<file path="config.mk">
export PLATFORM = sky130hd
export DESIGN_NAME = ej32_mem_arb_flat
export DESIGN_NICKNAME = d
export VERILOG_FILES = /design/src/rtl/ej32_pkg.sv /design/src/rtl/ej32_mem_arb_if.sv /design/src/rtl/ej32_mem_pack.sv /design/src/rtl/ej32_mem_arb.sv /design/src/flat_wrapper.sv
export SDC_FILE = /design/constraint.sdc
export NUM_CORES = 1
export LEC_CHECK = 0
export CORE_MARGIN = 1.5
export CORE_UTILIZATION = 49
export DETAILED_ROUTE_END_ITERATION = 10
export PLACE_DENSITY = 0.8
export SLEW_MARGIN = 20
export SYNTH_ARGS = -nofsm -noshare
export SYNTH_HDL_FRONTEND = slang
export SYNTH_SLANG_ARGS = --single-unit
</file>
<file path="constraint.sdc">
create_clock -name clk -period 3.2 [get_ports clk]
set_input_delay 0.8 -clock clk [delete_from_list [all_inputs] [get_ports clk]]
set_output_delay 0.8 -clock clk [all_outputs]
set_load 0.03 [all_outputs]
</file>
<file path="src/rtl/ej32_pkg.sv">
// Shared types, encodings and helpers for the eJ32 byte-wide memory arbiter.
package ej32_pkg;

  localparam int ASZ_DEF = 17;
  localparam int DSZ_DEF = 32;

  typedef enum logic [1:0] {
    IDLE = 2'd0,
    RD   = 2'd1,
    WR   = 2'd2,
    ACK  = 2'd3
  } arb_st_t;

  typedef enum logic {
    OWN_IF = 1'b0,
    OWN_LS = 1'b1
  } owner_t;

  typedef enum logic [1:0] {
    LEN_B = 2'b00,
    LEN_S = 2'b01,
    LEN_W = 2'b10
  } ls_len_t;

  // 11 is treated as a word access, same as 10.
  function automatic logic [2:0] len2n(input logic [1:0] len);
    logic [2:0] n;
    case (len)
      LEN_B:   n = 3'd1;
      LEN_S:   n = 3'd2;
      default: n = 3'd4;
    endcase
    return n;
  endfunction

endpackage

</file>
<file path="src/rtl/ej32_mem_arb_if.sv">
// Bundle of the fetch, load/store and memory-port signals around ej32_mem_arb.
interface ej32_mem_arb_if #(
  parameter int ASZ = 17,
  parameter int DSZ = 32
);
  logic           if_req;
  logic [ASZ-1:0] if_a;
  logic           if_ack;
  logic [7:0]     if_data;
  logic           ls_req;
  logic           ls_we;
  logic [1:0]     ls_len;
  logic [ASZ-1:0] ls_a;
  logic [DSZ-1:0] ls_wd;
  logic           ls_ack;
  logic [DSZ-1:0] ls_rd;
  logic [ASZ-1:0] mem_a;
  logic           mem_we;
  logic [7:0]     mem_wd;
  logic [7:0]     mem_rd;
  logic           busy;

  modport slave (
    input  if_req, if_a, ls_req, ls_we, ls_len, ls_a, ls_wd, mem_rd,
    output if_ack, if_data, ls_ack, ls_rd, mem_a, mem_we, mem_wd, busy
  );

  modport master (
    output if_req, if_a, ls_req, ls_we, ls_len, ls_a, ls_wd, mem_rd,
    input  if_ack, if_data, ls_ack, ls_rd, mem_a, mem_we, mem_wd, busy
  );
endinterface

</file>
<file path="src/rtl/ej32_mem_pack.sv">
// Byte shift register, big-endian read assembly with optional sign extension,
// and most-significant-first write byte select for the memory arbiter.
module ej32_mem_pack
  import ej32_pkg::*;
#(
  parameter int DSZ = DSZ_DEF
) (
  input  logic           clk,
  input  logic           rst,
  input  logic           clr,
  input  logic           shift_en,
  input  logic [2:0]     n,
  input  logic [1:0]     cnt,
  input  logic [DSZ-1:0] wd,
  input  logic [7:0]     mem_rd,
  input  logic           sext,
  output logic [DSZ-1:0] rd_val,
  output logic [7:0]     wd_byte
);

  logic [23:0] shift_r;
  logic [31:0] full_s;
  logic [1:0]  idx_s;

  // Collect earlier read bytes; the final byte comes straight from mem_rd.
  always_ff @(posedge clk or negedge rst) begin
    if (!rst) begin
      shift_r <= 24'd0;
    end else if (clr) begin
      shift_r <= 24'd0;
    end else if (shift_en) begin
      shift_r <= {shift_r[15:0], mem_rd};
    end else begin
      shift_r <= shift_r;
    end
  end

  assign full_s = {shift_r, mem_rd};

  // Right-align to n bytes; stale upper shift bytes are masked off here.
  always_comb begin
    rd_val = full_s;
    case (n)
      3'd1:    rd_val = {{24{sext & full_s[7]}}, full_s[7:0]};
      3'd2:    rd_val = {{16{sext & full_s[15]}}, full_s[15:0]};
      default: rd_val = full_s;
    endcase
  end

  // Byte index n-1-cnt in 2-bit arithmetic: n = 4 wraps to 0, giving 3-cnt.
  assign idx_s = n[1:0] - 2'd1 - cnt;

  // Select the outgoing write byte, most significant first.
  always_comb begin
    wd_byte = 8'd0;
    case (idx_s)
      2'd0:    wd_byte = wd[7:0];
      2'd1:    wd_byte = wd[15:8];
      2'd2:    wd_byte = wd[23:16];
      2'd3:    wd_byte = wd[31:24];
      default: wd_byte = 8'd0;
    endcase
  end

endmodule

</file>
<file path="src/rtl/ej32_mem_arb.sv">
// eJ32 memory port arbiter/sequencer: alternating IF/LS grant, byte-serial bursts.
// Define EJ32_MEM_SEXT_EN to sign-extend 1- and 2-byte LS reads (default: zero-extend).
module ej32_mem_arb
  import ej32_pkg::*;
#(
  parameter int ASZ = ASZ_DEF,
  parameter int DSZ = DSZ_DEF
) (
  input  logic             clk,
  input  logic             rst,
  ej32_mem_arb_if.slave    bus
);

`ifdef EJ32_MEM_SEXT_EN
  localparam logic SEXT = 1'b1;
`else
  localparam logic SEXT = 1'b0;
`endif

  arb_st_t        state_r;
  owner_t         owner_r;
  logic [ASZ-1:0] base_r;
  logic [1:0]     cnt_r;
  logic [2:0]     n_r;
  logic           we_r;
  logic [DSZ-1:0] wd_r;
  logic           last_ls_r;
  logic [DSZ-1:0] ls_rd_r;
  logic [DSZ-1:0] rd_val_s;
  logic [7:0]     wd_byte_s;
  logic           ls_rd_done_s;

  // Grant, burst sequencing and completion bookkeeping.
  always_ff @(posedge clk or negedge rst) begin
    if (!rst) begin
      state_r   <= IDLE;
      owner_r   <= OWN_IF;
      base_r    <= '0;
      cnt_r     <= 2'd0;
      n_r       <= 3'd1;
      we_r      <= 1'b0;
      wd_r      <= '0;
      last_ls_r <= 1'b0;
      ls_rd_r   <= '0;
    end else begin
      case (state_r)
        IDLE: begin
          if (bus.ls_req && (!bus.if_req || !last_ls_r)) begin
            owner_r <= OWN_LS;
            base_r  <= bus.ls_a;
            n_r     <= len2n(bus.ls_len);
            we_r    <= bus.ls_we;
            wd_r    <= bus.ls_wd;
            cnt_r   <= 2'd0;
            state_r <= bus.ls_we ? WR : RD;
          end else if (bus.if_req) begin
            owner_r <= OWN_IF;
            base_r  <= bus.if_a;
            n_r     <= 3'd1;
            we_r    <= 1'b0;
            cnt_r   <= 2'd0;
            state_r <= RD;
          end else begin
            state_r <= IDLE;
          end
        end
        RD, WR: begin
          cnt_r <= cnt_r + 2'd1;
          if ({1'b0, cnt_r} == n_r - 3'd1) begin
            state_r <= ACK;
          end else begin
            state_r <= state_r;
          end
        end
        ACK: begin
          if (owner_r == OWN_LS) begin
            last_ls_r <= 1'b1;
            if (!we_r) begin
              ls_rd_r <= rd_val_s;
            end else begin
              ls_rd_r <= ls_rd_r;
            end
          end else begin
            last_ls_r <= 1'b0;
          end
          state_r <= IDLE;
        end
        default: state_r <= IDLE;
      endcase
    end
  end

  ej32_mem_pack #(.DSZ(DSZ)) u_pack (
    .clk      (clk),
    .rst      (rst),
    .clr      (state_r == IDLE),
    .shift_en ((state_r == RD) && (cnt_r != 2'd0)),
    .n        (n_r),
    .cnt      (cnt_r),
    .wd       (wd_r),
    .mem_rd   (bus.mem_rd),
    .sext     (SEXT),
    .rd_val   (rd_val_s),
    .wd_byte  (wd_byte_s)
  );

  assign ls_rd_done_s = (state_r == ACK) && (owner_r == OWN_LS) && !we_r;

  // Outputs decode from state so an async reset clears them without a clock.
  always_comb begin
    bus.busy    = (state_r != IDLE);
    bus.if_ack  = (state_r == ACK) && (owner_r == OWN_IF);
    bus.ls_ack  = (state_r == ACK) && (owner_r == OWN_LS);
    bus.if_data = 8'd0;
    bus.ls_rd   = ls_rd_r;
    bus.mem_a   = '0;
    bus.mem_we  = 1'b0;
    bus.mem_wd  = 8'd0;
    if (bus.if_ack) begin
      bus.if_data = bus.mem_rd;
    end else begin
      bus.if_data = 8'd0;
    end
    if (ls_rd_done_s) begin
      bus.ls_rd = rd_val_s;
    end else begin
      bus.ls_rd = ls_rd_r;
    end
    if ((state_r == RD) || (state_r == WR)) begin
      bus.mem_a = base_r + {{(ASZ-2){1'b0}}, cnt_r};
    end else begin
      bus.mem_a = '0;
    end
    if (state_r == WR) begin
      bus.mem_we = 1'b1;
      bus.mem_wd = wd_byte_s;
    end else begin
      bus.mem_we = 1'b0;
      bus.mem_wd = 8'd0;
    end
  end

endmodule

</file>
<file path="src/flat_wrapper.sv">
// flat-port wrapper written by rule: the top's interface ports become plain ports
module ej32_mem_arb_flat import ej32_pkg::*;
#(
  parameter int ASZ = ASZ_DEF,
  parameter int DSZ = DSZ_DEF
)
  (clk, rst, bus_if_req, bus_if_a, bus_ls_req, bus_ls_we, bus_ls_len, bus_ls_a, bus_ls_wd, bus_mem_rd, bus_if_ack, bus_if_data, bus_ls_ack, bus_ls_rd, bus_mem_a, bus_mem_we, bus_mem_wd, bus_busy);
  ej32_mem_arb_if #(.ASZ(ASZ), .DSZ(DSZ)) bus_i ();
  input  logic clk;
  input  logic rst;
  input wire logic [$bits(bus_i.if_req)-1:0] bus_if_req;
  input wire logic [$bits(bus_i.if_a)-1:0] bus_if_a;
  input wire logic [$bits(bus_i.ls_req)-1:0] bus_ls_req;
  input wire logic [$bits(bus_i.ls_we)-1:0] bus_ls_we;
  input wire logic [$bits(bus_i.ls_len)-1:0] bus_ls_len;
  input wire logic [$bits(bus_i.ls_a)-1:0] bus_ls_a;
  input wire logic [$bits(bus_i.ls_wd)-1:0] bus_ls_wd;
  input wire logic [$bits(bus_i.mem_rd)-1:0] bus_mem_rd;
  output wire logic [$bits(bus_i.if_ack)-1:0] bus_if_ack;
  output wire logic [$bits(bus_i.if_data)-1:0] bus_if_data;
  output wire logic [$bits(bus_i.ls_ack)-1:0] bus_ls_ack;
  output wire logic [$bits(bus_i.ls_rd)-1:0] bus_ls_rd;
  output wire logic [$bits(bus_i.mem_a)-1:0] bus_mem_a;
  output wire logic [$bits(bus_i.mem_we)-1:0] bus_mem_we;
  output wire logic [$bits(bus_i.mem_wd)-1:0] bus_mem_wd;
  output wire logic [$bits(bus_i.busy)-1:0] bus_busy;
  assign bus_i.if_req = bus_if_req;
  assign bus_i.if_a = bus_if_a;
  assign bus_i.ls_req = bus_ls_req;
  assign bus_i.ls_we = bus_ls_we;
  assign bus_i.ls_len = bus_ls_len;
  assign bus_i.ls_a = bus_ls_a;
  assign bus_i.ls_wd = bus_ls_wd;
  assign bus_i.mem_rd = bus_mem_rd;
  assign bus_if_ack = bus_i.if_ack;
  assign bus_if_data = bus_i.if_data;
  assign bus_ls_ack = bus_i.ls_ack;
  assign bus_ls_rd = bus_i.ls_rd;
  assign bus_mem_a = bus_i.mem_a;
  assign bus_mem_we = bus_i.mem_we;
  assign bus_mem_wd = bus_i.mem_wd;
  assign bus_busy = bus_i.busy;
  ej32_mem_arb #(.ASZ(ASZ), .DSZ(DSZ)) u_core (.clk(clk), .rst(rst), .bus(bus_i));
endmodule
</file>
# Word level (Yosys, flattened, before mapping)
# Index checks and enable logic that the tools add are counted.
# word_totals
register_bits,115
inputBits,81
out_inout_bits,69
# classes
add_sub_neg,5
n_eq_ne,12
muxes,26
bitwise_logic,2
reduce_logical,23
# ops
op,count
32-bit one-hot mux with 2 select lines,1
17-bit 2-to-1 mux,3
24-bit 2-to-1 mux,2
32-bit 2-to-1 mux,1
8-bit one-hot mux with 4 select lines,1
17-bit by 2-bit adder with 17-bit output,1
8-bit 2-to-1 mux,2
2-bit 2-to-1 mux,5
2-bit nonzero test,5
"2-bit equality test, second input constant",4
"2-bit by 1-bit equality test with 1-bit output, second input constant",3
2-bit zero test,3
1-bit 2-to-1 mux,6
3-bit 2-to-1 mux,2
2-bit one-hot mux with 3 select lines,1
3-bit one-hot mux with 2 select lines,1
2-bit AND reduction,3
1-bit logical AND,5
2-bit one-hot mux with 2 select lines,1
2-bit by 3-bit equality test with 1-bit output,1
"3-bit by 1-bit equality test with 1-bit output, second input constant",1
"3-bit by 2-bit equality test with 1-bit output, second input constant",1
1-bit zero test,3
"3-bit by 2-bit != test with 1-bit output, second input constant",1
other kinds (9),11

# Longest topological paths before layout
# Gate-level depths: netlist of run 1.
# logic_depth
ltp_word,5
mapped_depth,7

# Hierarchy
# From an unflattened synthesis of run 1, not the netlist that was laid out.
# unflattened
cells_unflattened,596
area_unflattened_um2,6294.8
# by_module_without_submodules
mod,n_inst,cells_each,area_each_um2
ej32_mem_arb,1,462,4733.3
ej32_mem_pack,1,134,1561.5

# Worst setup path after synthesis of run 1
# Ideal clock, no wire load.
# synth_path
kind,register to output
start,register u_core.cnt_r[1]
end,output bus_mem_a[16]
arrival_ps,2310
required_ps,2400
slack_ps,90
path_stages_with_launch,7
n_path_buf,0
path_cell_list,dfrtp_1 inv_1 fa_1 and4b_1 nand3_1 or3_1 a21oi_1
# synth_via
elab_chain_cells,2
# synth_rtl
item,line_no,text
"start, declared",ej32_mem_arb.sv:23,logic [1:0] cnt_r;
"start signal, assigned",ej32_mem_arb.sv:68,cnt_r <= cnt_r + 2'd1;
17-bit by 2-bit adder with 17-bit output,ej32_mem_arb.sv:130,"bus.mem_a = base_r + {{(ASZ-2){1'b0}}, cnt_r};"
17-bit 2-to-1 mux,ej32_mem_arb.sv:129,if ((state_r == RD) || (state_r == WR)) begin
"end, declared",flat_wrapper.sv:23,output wire logic [$bits(bus_i.mem_a)-1:0] bus_mem_a;
# No other way between the ends.

# Worst setup path in the final report of run 1
# layout_path
start,register u_core.cnt_r[0]
end,output bus_mem_a[16]
# The elaborated chain is that of the path after synthesis.

==> results.yml, run 1 <==
critical_path:
  critPathBufInv: 3
  r2r_end: "u_core.wd_r[30]"
  path_cells: "ha_2, inv_2, fa_2, and4b_1, buf_6, nand3_4, or3_4, a21oi_2, buf_6"
  critPathRequiredTime_ns: 2.40
  reg2reg_depth: 6
  cp.depth: 9
  crit_path_max_fanout: 4
  startpoint: "u_core.cnt_r[0]"
  cp_slowest_cell: "or3_4"
  critPathMostFrequentCell: "buf_6"
  critPathTopFamily: "simple AND/OR/NAND/NOR gates"
  r2r-start: "u_core.state_r[0]"
  startpoint_type: "flop"
  crit_path_max_incr_delay_ns: 0.38
  reg2reg_slack_ns: 1.21
  crit_path_end: "bus_mem_a[16]"
  worstSetupPathType: "flop to output port"
  worstSetupEndpointType: "output port"
  crit_arrival_ns: 2.55
clock_tree:
  cts_root_buffer: "clkbuf_16"
  cts.htree.levels: 4
  cts_inserted_buffers: 17
  clk_latency_ns: 0.41
  clkSlewWorstSetupHoldPaths_ns: 0.05
  clk_path_buf_depth: 2
  cts.sinks: 115
  cts_tree: "done"
sta:
  relSlewSlack_pct: 34.8
  fmax_ghz: 0.299
  worstMarginPinSlew_ns: 0.978
  setup_slack_ns: -0.149
  rsz0062_at_grt: "yes"
  fin_skew_ns: 0.00590
  fin_crit_ns: 3.35
  finalSetupViolations: 3
  slew_violations: 0
  finalCritPeriodShare_pct: 105
  finalHoldViolations: 0
grt:
  grt_max_degree: 61
  grt_pass1_vias: 4844
  grt-ovfl-total: 0
  grtUsageTotal_pct: 23.3
  grt_first_pass_wirelength_um: 23100
  antenna_found_initial: 0
pwr:
  ir_drop_uv: 666
  p_leak_nw: 3.62
  p_per_area_nw_per_um2: 1060
synth:
  synth_seq_cells: 115
  syn-cell-area_um2: 5740
  netlist.top_cell.by_area: "dfrtp_1"
  seq_area_frac_synth_pct: 50.2
  syn-num-nets: 621
  synth-warning-count: 0
  ys.flop_type: "dfrtp_1"
  syn_area_per_cell_um2: 10.9
  synthTopCellsByArea: "dfrtp_1 50%, mux2_2 10%, a22o_1 7.3%, mux2i_1 5.8%, nand2_1 4.9%"
  synth_edf_count: 0
  ys_types: 38
  syn_inst: 527
  synth_top_cell_area_share_pct: 49.7
  synth-async-reset-ratio_pct: 100
floorplan:
  die_w_um: 111
  core-area_um2: 11400
  dieArea_um2: 12400
  ios: 150
  start_util_pct: 50.3
  rows: 39
  die_y_um: 111
drt:
  drc: 0
  drt-pass1-iter-count: 5
  routedWlPerCell_um: 17.0
  vias_per_cell: 5.57
  drt_iter0_markers: 261
  drtAntennaViolNets: 0
  wirelength_um: 14300
  vias: 4670
placement:
  place_ws_ns: 0.121
  placed_area_um2: 7360
  gp_congestion: 0.831
  hpwlAfterDp_um: 9780
  portBuffers: 149
final_layout:
  area_growth_pct: 38.8
  antenna_cells: 0
  fin_nets: 778
  drive_above_1_share_pct: 23.7
  postLayoutCellArea_um2: 7970
  fin_util_pct: 69.8
outcome:
  status: "finished, violations left"
  failed_checks: "setup timing"
worst_hold_path:
  hold_path_class: "input port to async pin"
job:
  drv_cap: 0
[cell usage in the layout, fill, tap and decap left out, drive strengths merged, types with 2 or more instances in the layout]
master,Yosys,routed
xnor2,8,8
xor2,6,6
clkbuf,16,36
nand2b,5,5
a21oi,33,33
o22ai,8,8
and2,11,11
clkinvlp,0,6
dlygate4sd2,0,7
dfrtp,114,114
a32o,2,2
or3,5,5
nand4,3,3
dlymetal6s2s,0,2
mux2i,33,33
bufinv,0,2
inv,11,12
buf,17,48
nor2,20,20
ha,12,12
clkinv,1,5
clkdlybuf4s15,0,4
o21ai,28,28
clkdlybuf4s50,0,92
a22o,48,48
nor2b,3,3
and4,2,2
mux2,51,51
nand2,75,75
nand3,6,6
[cell usage after synthesis, types with 2 or more instances]
library cell and number:
a22o_1 48, dfrtp_1 114, xor2_1 6, o21ai_0 28, nand3_1 6, or3_1 5, clkbuf_1 16, a32o_1 2
nor2b_1 3, a21oi_1 33, buf_2 9, ha_1 12, nand2_1 75, and2_1 11, mux2_2 51, nor2_1 20
mux2i_1 33, nand4_1 3, o22ai_1 8, buf_1 7, xnor2_1 6, inv_1 11, nand2b_1 5
[cell type report]
type                       instances  area, µm²
multi-input combinational        367       2720
tap                              143        179
sequential                       115       2880
clock inverter                    13        138
timing repair buffer             171       1580
clock buffer                      18        429
inverter                          12       45.0
fill                             888       3450
[sequential cells by signal (all words and copies together) (netlist names), 2 cells and up]
register	flops
u_core.u_pack.shift_r	24
u_core.base_r	17
u_core.cnt_r	2
u_core.wd_r	32
u_core.ls_rd_r	32
u_core.n_r	3
u_core.state_r	2
[layer usage]
metal  vias to the layer above  share of wire (%)  GRT usage, %
li1                       2188                  -             -
met1                      2309                 41          27.4
met2                       150                 52          40.7
met3                        23                5.6          7.11
met4                         0                1.5          7.34
met5                         -                  0             0
[where the power goes]
part	total (mW)	switching, mW	internal [mW]	leakage (nW)
combinational	4.18	2.35	1.83	1.89
sequential	2.45	0.425	2.02	1.47
clock	1.80	0.662	1.14	0.260
total	8.42	3.44	4.99	3.62
[metrics by stage]
stage / power (mW) / setup TNS [ns] / hold slack (ns) / instances
final: 8.42 / -0.252 / 0.274 / 839
after global routing: 8.92 / -0.599 / 0.290 / 839
after CTS: 8.43 / -0.199 / 0.276 / 835
after detailed placement: 6.60 / 0 / 0.484 / 802
after global placement: 6.45 / 0 / 0.464 / 802
after floorplan: 5.24 / 0 / 0.454 / 527
[kinds of logic (layout without fill, tap and decap cells)]
| kind of cell | Yosys count | after routing | synth area share [%] |
|---|---|---|---|
| and+or+nand+nor | 134 | 134 | 10.9 |
| AOI/OAI and AO/OA | 122 | 122 | 14.2 |
| DFF | 115 | 115 | 50.2 |
| muxes | 84 | 84 | 15.8 |
| buffers and inverters | 45 | 214 | 3.42 |
| xor gates and xnor gates | 14 | 14 | 2.59 |
| adders and majority gates | 13 | 13 | 2.96 |
[worst min path at each step]
stage                                 start           endpoint  cells past startpoint
after floorplan            u_core.base_r[0]   u_core.base_r[0]                      2
after detailed placement  u_core.base_r[16]  u_core.base_r[16]                      2
after CTS                               rst  u_core.base_r[11]                      1
final                                   rst  u_core.base_r[11]                      1
after global routing                    rst  u_core.base_r[11]                      1
after global placement          u_core.we_r        u_core.we_r                      1
[worst register-to-register path: cells and delay by family (launching register included)]
kind                       cells  cell delay (ns)
muxes                          1             0.41
and+or+nand+nor                1             0.10
DFF                            1             0.40
buffers and inverters          3             0.73
adders and majority gates      1             0.23
[what timing repair did]
item                       in CTS  in global routing
pin swaps                       1                  4
setup buffers                   2                  3
setup endpoints to repair      49                 44
cloned                          0                  1
hold buffers                    0                  0
hold endpoints to repair        0                  0
resized for setup              33                 48
Power figures use the tool's default switching activity.
==> inputs of run 2 (changes only) <==
--- a/config.mk
+++ b/config.mk
@@ -9,6 +9,7 @@
 export CORE_UTILIZATION = 49
 export DETAILED_ROUTE_END_ITERATION = 10
 export PLACE_DENSITY = 0.8
+export SETUP_SLACK_MARGIN = 0.02
 export SLEW_MARGIN = 20
 export SYNTH_ARGS = -nofsm -noshare
 export SYNTH_HDL_FRONTEND = slang
==> run 2 against run 1 <==
The flow still finishes with violations (setup timing). Clock skew is 0.00056 ns higher. Count of clock-buffer cells in the layout unchanged. Flip-flop and latch count stayed put. Critical path depth unchanged. Die area unchanged. Clock power hardly changed. Worst setup slack got worse by 0.024 ns. Total power increased by 2.1%. Global-route usage barely moved. Wire length rose by 0.80%. Non-clock buffer count up 2. Fmax down 0.72%. Largest cell class unchanged.
==> results.yml, run 2 (synthesized netlist as in run 1, its figures left out) <==
sta:
  fmax_ghz: 0.296
  fin_hold_ws_ns: 0.276
  setup_slack_ns: -0.173
  fin_skew_ns: 0.00646
  worstMarginPinSlew_ns: 1.02
  slew_violations: 0
  finalCritPeriodShare_pct: 105
  finalSetupViolations: 5
  rsz0062_at_grt: "yes"
  fin_crit_ns: 3.37
  relSlewSlack_pct: 32.3
  finalHoldViolations: 0
drt:
  vias_per_cell: 5.54
  wirelength_um: 14400
  routedWlPerCell_um: 17.1
  vias: 4662
  drt_iter0_markers: 265
  drtAntennaViolNets: 0
  drc: 0
  drt-pass1-iter-count: 5
pwr:
  finalPower_mw: 8.60
  p_per_area_nw_per_um2: 1070
  ir_drop_uv: 666
  p_leak_nw: 3.62
floorplan:
  ios: 150
  die_w_um: 111
  die_y_um: 111
  dieArea_um2: 12400
  rows: 39
  core-area_um2: 11400
  start_util_pct: 50.3
grt:
  grt-ovfl-total: 0
  busiest_layer: "met2"
  use_met3_pct: 7.11
  grt_max_degree: 61
  grt.met2_usage_pct: 40.7
  antenna_found_initial: 0
  grt_pass1_vias: 4848
  grtUsageTotal_pct: 23.3
  grt_first_pass_wirelength_um: 23100
  grtUsageMet1_pct: 27.4
clock_tree:
  cts_tree: "done"
  clkSlewWorstSetupHoldPaths_ns: 0.05
  cts.sinks: 115
  cts_inserted_buffers: 17
  cts.htree.levels: 4
  clk_path_buf_depth: 2
  cts_root_buffer: "clkbuf_16"
  clk_latency_ns: 0.41
final_layout:
  seq_area_um2: 2880
  drive_above_1_share_pct: 25.2
  fillers: 861
  area_growth_pct: 39.6
  layout_common_cells: "114 x dfrtp_1, 92 x clkdlybuf4s50_1, 75 x nand2_1"
  largest_registers: "u_core.ls_rd_r (32), u_core.wd_r (32), u_core.u_pack.shift_r (24)"
  antenna_cells: 0
  fin_nets: 780
  layout_commonest_cell: "dfrtp_1"
  multi_input_area_um2: 2750
placement:
  hpwlAfterDp_um: 9780
  gp_congestion: 0.831
  portBuffers: 149
critical_path:
  crit_arrival_ns: 2.57
  worstSetupPathType: "flop to output port"
  critPathRequiredTime_ns: 2.40
  startpoint_type: "flop"
  worstSetupEndpointType: "output port"
  crit_path_max_fanout: 4
job:
  drv_cap: 0
outcome:
  status: "finished, violations left"
  failed_checks: "setup timing"
worst_hold_path:
  hold_path_class: "input port to async pin"
run 2: worst paths after layout:
| check | start | end | slack (ns) | depth (start not counted) |
|---|---|---|---|---|
| hold reg to reg | u_core.ls_rd_r[1] | u_core.ls_rd_r[1] | 0.50 | 1 |
| setup / recovery | u_core.cnt_r[0] | bus_mem_a[16] | -0.17 | 9 |
| setup reg to reg | u_core.n_r[0] | u_core.state_r[0] | 1.19 | 5 |
| min in group clk | u_core.ls_rd_r[1] | u_core.ls_rd_r[1] | 0.50 | 1 |
| hold / removal | rst | u_core.base_r[11] | 0.28 | 1 |
| max in group asynchronous | rst | u_core.n_r[0] | 2.14 | 2 |
run 2: layout make-up:
| type | instances | area share, % |
|---|---|---|
| clock buffer | 18 | 5.35 |
| clock inverter | 13 | 1.72 |
| inverter | 12 | 0.562 |
| multi-input combinational | 367 | 34.4 |
| sequential | 115 | 35.9 |
| tap | 143 | 2.23 |
| timing repair buffer | 173 | 19.9 |
run 2: metrics by stage:
stage | util [%] | setup WS, ns | area, µm² | cells | TNS [ns]
floorplan | - | 0.0900 | 5740 | 527 | 0
global placement | 64.5 | 0.190 | 7360 | 802 | 0
detailed placement | 64.5 | 0.121 | 7360 | 802 | 0
CTS | 69.5 | -0.199 | 7940 | 835 | -0.199
global route | 70.2 | -0.245 | 8020 | 841 | -0.753
finish | 70.2 | -0.173 | 8020 | 841 | -0.356
run 2: routing by layer:
metal	share of wire, %	wire length (µm)	vias up
li1	-	-	2193
met1	41	5880	2303
met2	52	7480	136
met3	4.9	709	30
met4	2.1	301	0
met5	0	0	-
run 2: report_power, final:
part / switching, mW / total, mW / leakage (nW) / internal [mW]
Clock: 0.659 / 1.79 / 0.260 / 1.14
Combinational: 2.42 / 4.35 / 1.89 / 1.93
Sequential: 0.436 / 2.46 / 1.47 / 2.02
run 2: repair_timing:
item	in CTS	in global routing
gates cloned	0	2
endpoints found under the setup margin	50	48
pin swaps	1	6
buffers inserted	2	4
gates resized for setup	35	59
hold buffers	0	0
run 2: critical path, stage by stage (launching register included):
cell	delay, ns
dfrtp_1	0.36
ha_2	0.20
inv_2	0.04
fa_2	0.35
and4b_1	0.31
buf_6	0.13
nand3_4	0.08
or3_4	0.39
a21oi_2	0.16
buf_6	0.15
==> inputs of run 3 (changes only) <==
--- a/config.mk
+++ b/config.mk
@@ -6,9 +6,10 @@
 export NUM_CORES = 1
 export LEC_CHECK = 0
 export CORE_MARGIN = 1.5
-export CORE_UTILIZATION = 49
+export CORE_UTILIZATION = 51
+export CTS_BUF_LIST = sky130_fd_sc_hd__clkbuf_4
 export DETAILED_ROUTE_END_ITERATION = 10
-export PLACE_DENSITY = 0.8
+export PLACE_DENSITY = 0.83
 export SETUP_SLACK_MARGIN = 0.02
 export SLEW_MARGIN = 20
 export SYNTH_ARGS = -nofsm -noshare
==> run 3 against run 2 <==
The run still ends with setup timing left. Largest power group unchanged. Non-clock buffer count is 21 higher. Combinational power is 9.9% higher. Global-route usage grew 2.4 points. First-iteration DRC count increased by 11%. Final cell count grew 2.0%. Count of clock-buffer cells in the layout rose by 3. Flip-flop and latch count unchanged. Fmax about the same. Worst setup slack lost 0.0020 ns. Via count rose by 3.3%.
==> results.yml, run 3 (synthesized netlist as in run 1, its figures left out) <==
final_layout:
  final_cell_count_no_fill: 858
  largest_registers: "u_core.ls_rd_r (32), u_core.wd_r (32), u_core.u_pack.shift_r (24)"
  area_growth_pct: 39.8
  postLayoutCellArea_um2: 8030
  layout_common_cells: "114 x dfrtp_1, 83 x clkdlybuf4s50_1, 74 x nand2_1"
  fin_util_pct: 73.7
  fin_nets: 802
  antenna_cells: 0
  layout_commonest_cell: "dfrtp_1"
  drive_above_1_share_pct: 30.4
outcome:
  status: "finished, violations left"
  failed_checks: "setup timing"
critical_path:
  critPathTopFamily: "simple AND/OR/NAND/NOR gates"
  crit_path_max_fanout: 2
  worstSetupPathType: "flop to output port"
  critPathBufInv: 2
  path_cells: "ha_4, inv_2, fa_2, and4b_2, nand3_2, or3_4, a21oi_4, buf_6"
  crit_arrival_ns: 2.58
  cp_slowest_cell: "dfrtp_1"
  r2r-start: "u_core.cnt_r[0]"
  worstSetupEndpointType: "output port"
  critPathRequiredTime_ns: 2.40
  reg2reg_depth: 7
  crit_path_max_incr_delay_ns: 0.42
  startpoint_type: "flop"
  reg2reg_slack_ns: 0.83
  r2r_end: "u_core.u_pack.shift_r[0]"
clock_tree:
  clkSlewWorstSetupHoldPaths_ns: 0.11
  cts.sinks: 115
  cts_root_buffer: "clkbuf_4"
  clk_path_buf_depth: 2
  clk_latency_ns: 0.53
  cts.htree.levels: 4
  cts_tree: "done"
  hold_buffers: 0
  cts_inserted_buffers: 17
floorplan:
  die_y_um: 109
  ios: 150
  start_util_pct: 52.7
  die_w_um: 109
  core-area_um2: 10900
  rows: 38
  dieArea_um2: 11900
placement:
  hpwlAfterDp_um: 9610
  place_inst: 801
  placed_area_um2: 7330
  gp_congestion: 0.836
  portBuffers: 149
pwr:
  swShare_pct: 43.6
  ir_drop_uv: 658
  p_per_area_nw_per_um2: 1020
  finalPower_mw: 8.20
  power_switching_mw: 3.58
  p_seq_share_pct: 30.4
  p_int_mw: 4.62
  p_clk_share_pct: 11.3
  power_frac_comb_pct: 58.3
  p_leak_nw: 3.67
grt:
  grt_pass1_vias: 4761
  busiest_layer: "met2"
  grt_max_degree: 59
  antenna_found_initial: 0
  grtUsageTotal_pct: 25.7
  grt-ovfl-total: 0
  use_met3_pct: 6.58
  grt.met2_usage_pct: 44.6
  grt_first_pass_wirelength_um: 23300
  grtUsageMet1_pct: 31.2
sta:
  finalCritPeriodShare_pct: 105
  fmax_ghz: 0.296
  worstMarginPinSlew_ns: 1.03
  finalSetupViolations: 14
  fin_crit_ns: 3.38
  finalHoldViolations: 0
  fin_skew_ns: 0.0166
  relSlewSlack_pct: 30.8
  fin_hold_ws_ns: 0.188
  rsz0062_at_grt: "yes"
  slew_violations: 0
  setup_slack_ns: -0.175
drt:
  wirelength_um: 15100
  vias: 4817
  vias_per_cell: 5.61
  drtAntennaViolNets: 0
  routedWlPerCell_um: 17.6
  drt-pass1-iter-count: 5
  drc: 0
  drt_iter0_markers: 294
job:
  drv_cap: 0
worst_hold_path:
  hold_path_class: "input port to async pin"
run 3: worst max path at each step:
stage	startpoint	to	depth (start not counted)
6_report	u_core.cnt_r[0]	bus_mem_a[16]	8
5_1_grt	u_core.base_r[0]	bus_mem_a[8]	9
4_1_cts	u_core.base_r[0]	bus_mem_a[16]	8
3_5_place_dp	u_core.state_r[0]	bus_ls_rd[2]	5
3_3_place_gp	u_core.cnt_r[1]	bus_mem_a[15]	6
2_1_floorplan	u_core.cnt_r[1]	bus_mem_a[16]	6
run 3: what timing repair did:
| item | in CTS | in global routing |
|---|---|---|
| resized for setup | 67 | 60 |
| gates cloned | 4 | 1 |
| setup endpoints to repair | 56 | 58 |
| buffers inserted | 13 | 10 |
| pin swaps | 9 | 13 |
run 3: through the flow:
stage                     TNS [ns]  setup WS (ns)
after floorplan                  0         0.0900
after global placement           0          0.234
after detailed placement         0          0.201
after CTS                   -0.695         -0.153
after global routing         -3.28         -0.278
final                        -1.51         -0.175
run 3: area by class of cell:
| cell class | instances | area [µm²] |
|---|---|---|
| clock buffers | 21 | 158 |
| clock inverters | 8 | 65.1 |
| fillers | 747 | 2860 |
| inverters | 12 | 48.8 |
| multi-input cells | 368 | 2860 |
| flip-flops and latches | 115 | 2880 |
| well taps | 140 | 175 |
| repair buffers | 194 | 1840 |
run 3: layer usage:
layer  up-vias  routed length [µm]
met1      2406                5990
met4         0                 192
met2       153                8080
met5         -                   0
li1       2236                   -
met3        22                 853
run 3: power groups by stage:
stage,Combinational (mW),Clock [mW],Sequential (mW)
3_5_place_dp,4.14,0,2.44
6_report,4.78,0.925,2.49
5_1_grt,5.09,1.01,2.56
3_3_place_gp,4.04,0,2.40
4_1_cts,4.52,0.932,2.43
2_1_floorplan,2.92,0,2.32
